<file path="src/rtl/icache_direct.sv">
// Direct-mapped read-only instruction cache between the datapath fetch port and
// the memory controller, with zero-latency hits and saturating hit/miss counters.
module icache_direct #(
  parameter int unsigned SETS  = 16,
  parameter int unsigned CNT_W = 32
) (
  input  logic             CLK,
  input  logic             RST,
  input  logic             dp_imemREN,
  input  logic [31:0]      dp_imemaddr,
  output logic             dp_ihit,
  output logic [31:0]      dp_imemload,
  output logic             iREN,
  output logic [31:0]      iaddr,
  input  logic             iwait,
  input  logic [31:0]      iload,
  output logic [CNT_W-1:0] hit_count,
  output logic [CNT_W-1:0] miss_count
);

  localparam int unsigned IDX_W = $clog2(SETS);
  localparam int unsigned TAG_W = 30 - IDX_W;

  typedef enum logic {IDLE, MISS} state_e;

  state_e            state_q;
  logic [SETS-1:0]   valid_q;
  logic [TAG_W-1:0]  tag_q  [SETS];
  logic [31:0]       data_q [SETS];
  logic [29:0]       miss_addr_q;
  logic              iren_q;
  logic [31:0]       iaddr_q;
  logic [CNT_W-1:0]  hit_cnt_q;
  logic [CNT_W-1:0]  miss_cnt_q;

  logic [IDX_W-1:0]  lk_idx;
  logic [TAG_W-1:0]  lk_tag;
  logic [IDX_W-1:0]  fill_idx;
  logic [TAG_W-1:0]  fill_tag;
  logic              hit;
  logic              unused_byte_off;

  assign lk_idx          = dp_imemaddr[IDX_W+1:2];
  assign lk_tag          = dp_imemaddr[31:IDX_W+2];
  assign fill_idx        = miss_addr_q[IDX_W-1:0];
  assign fill_tag        = miss_addr_q[29:IDX_W];
  assign unused_byte_off = ^dp_imemaddr[1:0];

  always_comb begin
    hit = 1'b0;
    if (state_q == IDLE && dp_imemREN && valid_q[lk_idx] && tag_q[lk_idx] == lk_tag) begin
      hit = 1'b1;
    end
  end

  assign dp_ihit     = hit;
  assign dp_imemload = hit ? data_q[lk_idx] : '0;
  assign iREN        = iren_q;
  assign iaddr       = iaddr_q;
  assign hit_count   = hit_cnt_q;
  assign miss_count  = miss_cnt_q;

  always_ff @(posedge CLK) begin
    if (RST) begin
      state_q     <= IDLE;
      valid_q     <= '0;
      miss_addr_q <= '0;
      iren_q      <= 1'b0;
      iaddr_q     <= '0;
      hit_cnt_q   <= '0;
      miss_cnt_q  <= '0;
      for (int unsigned i = 0; i < SETS; i++) begin
        tag_q[i]  <= '0;
        data_q[i] <= '0;
      end
    end else begin
      if (hit && hit_cnt_q != '1) begin
        hit_cnt_q <= hit_cnt_q + CNT_W'(1);
      end
      case (state_q)
        IDLE: begin
          if (dp_imemREN && !hit) begin
            state_q     <= MISS;
            miss_addr_q <= dp_imemaddr[31:2];
            iren_q      <= 1'b1;
            iaddr_q     <= {dp_imemaddr[31:2], 2'b00};
            if (miss_cnt_q != '1) begin
              miss_cnt_q <= miss_cnt_q + CNT_W'(1);
            end
          end
        end
        MISS: begin
          // Fill always targets the latched address; datapath redirects are ignored here.
          if (!iwait) begin
            valid_q[fill_idx] <= 1'b1;
            tag_q[fill_idx]   <= fill_tag;
            data_q[fill_idx]  <= iload;
            state_q           <= IDLE;
            iren_q            <= 1'b0;
            iaddr_q           <= '0;
          end
        end
        default: state_q <= IDLE;
      endcase
    end
  end

endmodule

</file>
<file path="config.mk">
export PLATFORM = sky130hd
export DESIGN_NAME = icache_direct
export DESIGN_NICKNAME = d
export VERILOG_FILES = /design/src/rtl/icache_direct.sv
export SDC_FILE = /design/constraint.sdc
export NUM_CORES = 1
export LEC_CHECK = 0
export CAP_MARGIN = 20
export CORE_MARGIN = 2
export CORE_UTILIZATION = 25
export CTS_CLUSTER_SIZE = 8
export DETAILED_ROUTE_END_ITERATION = 6
export GPL_TIMING_DRIVEN = 0
export PLACE_DENSITY = 0.36
export SYNTH_ARGS = -nofsm -noshare
export SYNTH_HDL_FRONTEND = slang
export SYNTH_SLANG_ARGS = --single-unit
export TNS_END_PERCENT = 1
</file>
<file path="constraint.sdc">
create_clock -name CLK -period 12.7 [get_ports CLK]
set_input_delay 1.27 -clock CLK [delete_from_list [all_inputs] [get_ports CLK]]
set_output_delay 1.27 -clock CLK [all_outputs]
set_load 0.005 [all_outputs]
</file>
==> metrics.cfg, run 1 <==
[floorplan]
die_h_um = 445
die-width_um = 445
io-pin-count = 198
fp-row-count = 161
die_area_sq_um = 198000
start_util_pct = 25.2
coreArea_sq_um = 193000

[sta]
tightest_slew_ns = 1.25
maxSlewHeadroom_pct = 16.7
final_hold_viol_count = 0
report.final.slew_viol_count = 0
max_freq_mhz = 108
rsz0062_at_grt = false
setup_viol = 0
setup_ws_ns = 3.42
fin_crit_ns = 9.28
skew_ns = 0.0350
min_period_over_period_pct = 73.1

[cts]
ctsHoldBuffers = 0
path_clk_slew_ns = 0.05
cts-root-buf = clkbuf_16
cts_max_level = 4
ctsLongestPathBuffers = 3
cts_tree = yes
cts_buffers = 154
clkLatencyLatePin_ns = 0.79
cts_setup_buffers = 0
cts_resized = 0
clkSinkCount = 1070

[global_routing]
antenna_found_initial = 17
grt_start_max_net_pins = 35
grt_use_total_pct = 18.8
grt_first_pass_wirelength_um = 257000
first_global_vias = 30100
overflow = 0

[logic_synthesis]
ys_warn_count = 0
synth_seq_cells = 1070
synth_cell_type_count = 68
synth-adder-area-share_pct = 0.0514
ys.flop_type = edfxtp_1
synth_compound_area_share_pct = 2.40
synth_top_family_by_area = simple AND/OR/NAND/NOR gates
syn_area_per_cell_sq_um = 14.9
synth_cells = 3275
synth-simple-area-share_pct = 16.5
netlist_area_sq_um = 48700
synthArstFlopShare_pct = 0
seq_area_frac_synth_pct = 63.1
synth_mux_area_share_pct = 14.7
synth_xor_area_share_pct = 0.522
synth_edf_count = 928

[routing]
num_vias = 29300
routed_wl_um = 187000
vias_per_cell = 4.65
dr.pass1.iters = 5
drc_errors = 0
wl_per_cell_um = 29.7
drt_iter0_markers = 2649
route.antenna.remaining_nets = 0

[cells_and_area]
area_growth_pct = 22.7
fin_nets = 3760
regArea_sq_um = 30700
drive_gt1_share_pct = 16.7
fillCellCount = 19200
multi_input_area_sq_um = 16800

[placed_design]
placement.io_buffers = 187
dp_slack_ns = 3.42
place_hpwl_um = 128000
gp_congestion = 0.780

[power]
ir_drop_mv = 0.123
combPwrFrac_pct = 7.6
finalPower_mw = 8.57
p_per_area_nw_per_um2 = 144
p_leak_nw = 21.2
clock_power_share_pct = 46.0
p_sw_share_pct = 23.8
intPower_mw = 6.53
p_seq_share_pct = 46.4
p_sw_mw = 2.04

[worst_setup_path]
endpoint_kind = primary output
crit_start = dp_imemaddr[2]
worstSetupStartpointType = primary input
crit_slowest_cell = or4_4
cpMostUsedCell = buf_6
critical_path.top_delay_family = buffers and inverters
r2r-start = state_q$_SDFF_PP0_
critPathMaxFanout = 10
cp_slowest_stage_delay_ns = 0.76
critPathKind = in -> out
path_cells = clkdlybuf4s50_1, buf_6, buf_12, buf_6, buf_2, buf_2, mux4_2, xnor2_1, nand4_1, or4_1, or4_4, buf_6, nor2b_1, clkdlybuf4s50_1
critPathBufInv = 8
critPathRequiredTime_ns = 11.43
arrival_ns = 8.01

[hold_path]
hp-start = valid_q[0]$_SDFFE_PP0P_
min_path_type = reg -> reg

[run]
cap_violations = 0

[outcome]
status = completed

stage by stage:
step	setup TNS [ns]	area [sq um]	util (%)	cells	hold WS, ns
after floorplan	0	48700	-	3276	0.421
after global placement	-1258.76	53700	27.8	5989	0.429
after detailed placement	0	55100	28.6	6051	0.435
after CTS	0	59600	30.9	6285	0.448
after global routing	0	59700	30.9	6296	0.466
final	0	59700	30.9	6303	0.447
cells by family (layout without fill, tap and decap cells):
logic type	after synthesis	in the layout
buffers and inverters	297	789
multiplexers	385	385
AND/OR/NAND/NOR	1332	1332
AO/OA/AOI/OAI	159	159
XOR/XNOR	29	29
other	1	11
adder cells (fa/ha/maj)	2	2
flip-flops	1070	1070
path summary, 6_finish.rpt:
path,end,slack [ns],depth (start not counted)
setup / recovery,dp_imemload[2],3.42,14
hold / removal,valid_q[0]$_SDFFE_PP0P_,0.45,1
setup reg to reg,data_q[0][12]$_SDFFCE_PN0P_,8.26,8
hold reg to reg,valid_q[0]$_SDFFE_PP0P_,0.45,1
layout make-up:
class / count / share of cell area (%)
flip-flops and latches: 1070 / 51.4
multi-input cells: 1909 / 28.2
clock buffers: 225 / 7.32
repair buffers: 258 / 5.41
well taps: 2526 / 5.29
plain buffers: 287 / 2.14
clock inverters: 9 / 0.140
inverters: 10 / 0.0629
diodes: 9 / 0.0377
state kept, by name (all words and copies together) (netlist names):
name,cells
iREN,1
hit_count,32
state_q,1
miss_addr_q,30
valid_q,16
tag_q,416
miss_count,32
data_q,512
iaddr,30
cells in the mapped netlist, types with 11 or more instances:
cell type  number  share of area [%]
a21o_1         17               0.26
a21oi_1        25               0.26
a22o_1         30               0.54
and2_1        932                 12
and3_1         17               0.22
buf_1          18               0.14
buf_2          33               0.34
clkbuf_1      215                1.7
dfxtp_1       142                5.8
edfxtp_1      928                 57
mux2_1         13               0.30
mux2_2         18               0.42
mux2i_1        91                1.9
mux4_2        262                 12
nand2_1        43               0.33
nand2b_1       14               0.18
nand3_1        37               0.38
nand4_1        18               0.23
nor2_1        100               0.77
nor2b_1        67               0.86
nor3_1         18               0.19
nor4_1         20               0.26
o21ai_0        19               0.20
or2_2          15               0.19
or4_1          15               0.23
xnor2_1        18               0.32
xor2_1         11               0.20
layer usage:
| metal | wire, um | GRT usage [%] | up-vias |
|---|---|---|---|
| met4 | 4440 | 4.79 | 0 |
| li1 | - | - | 12900 |
| met5 | 0 | 0 | - |
| met1 | 83000 | 25.4 | 15400 |
| met2 | 91000 | 31.4 | 819 |
| met3 | 8770 | 2.96 | 217 |
power by group through the flow:
stage / logic (mW) / clock network (mW) / registers (mW)
finish: 0.653 / 3.95 / 3.97
global route: 0.692 / 4.17 / 3.98
CTS: 0.668 / 4.05 / 3.97
detailed placement: 0.666 / 0 / 4.04
global placement: 0.619 / 0 / 4.10
floorplan: 0.328 / 0 / 4.04
layout by cell type, fill, tap and decap left out, types with 43 or more instances in the layout:
cell,n
nand2_1,43
edfxtp_1,928
dfxtp_1,142
mux2i_1,91
clkdlybuf4s50_1,187
clkbuf_1,270
clkbuf_16,164
nor2_1,100
mux4_2,262
nor2b_1,67
and2_1,932
Power figures use the tool's default switching activity.
==> run 2: changes to the inputs <==
==> constraint.sdc (replaced) <==
create_clock -name CLK -period 9.4 [get_ports CLK]
set_input_delay 0.94 -clock CLK [delete_from_list [all_inputs] [get_ports CLK]]
set_output_delay 0.94 -clock CLK [all_outputs]
set_load 0.005 [all_outputs]
==> results of run 2 <==
Same layout as run 1 (identical final DEF). Status: completed.
Among the figures that moved: setup slack after placement 3.42 ns -> 0.775 ns; setup slack after layout 3.42 ns -> 0.778 ns; register-to-register setup slack 8.26 ns -> 4.96 ns; total power 8.57 mW -> 11.6 mW; worst IR drop on VDD 0.123 mV -> 0.167 mV
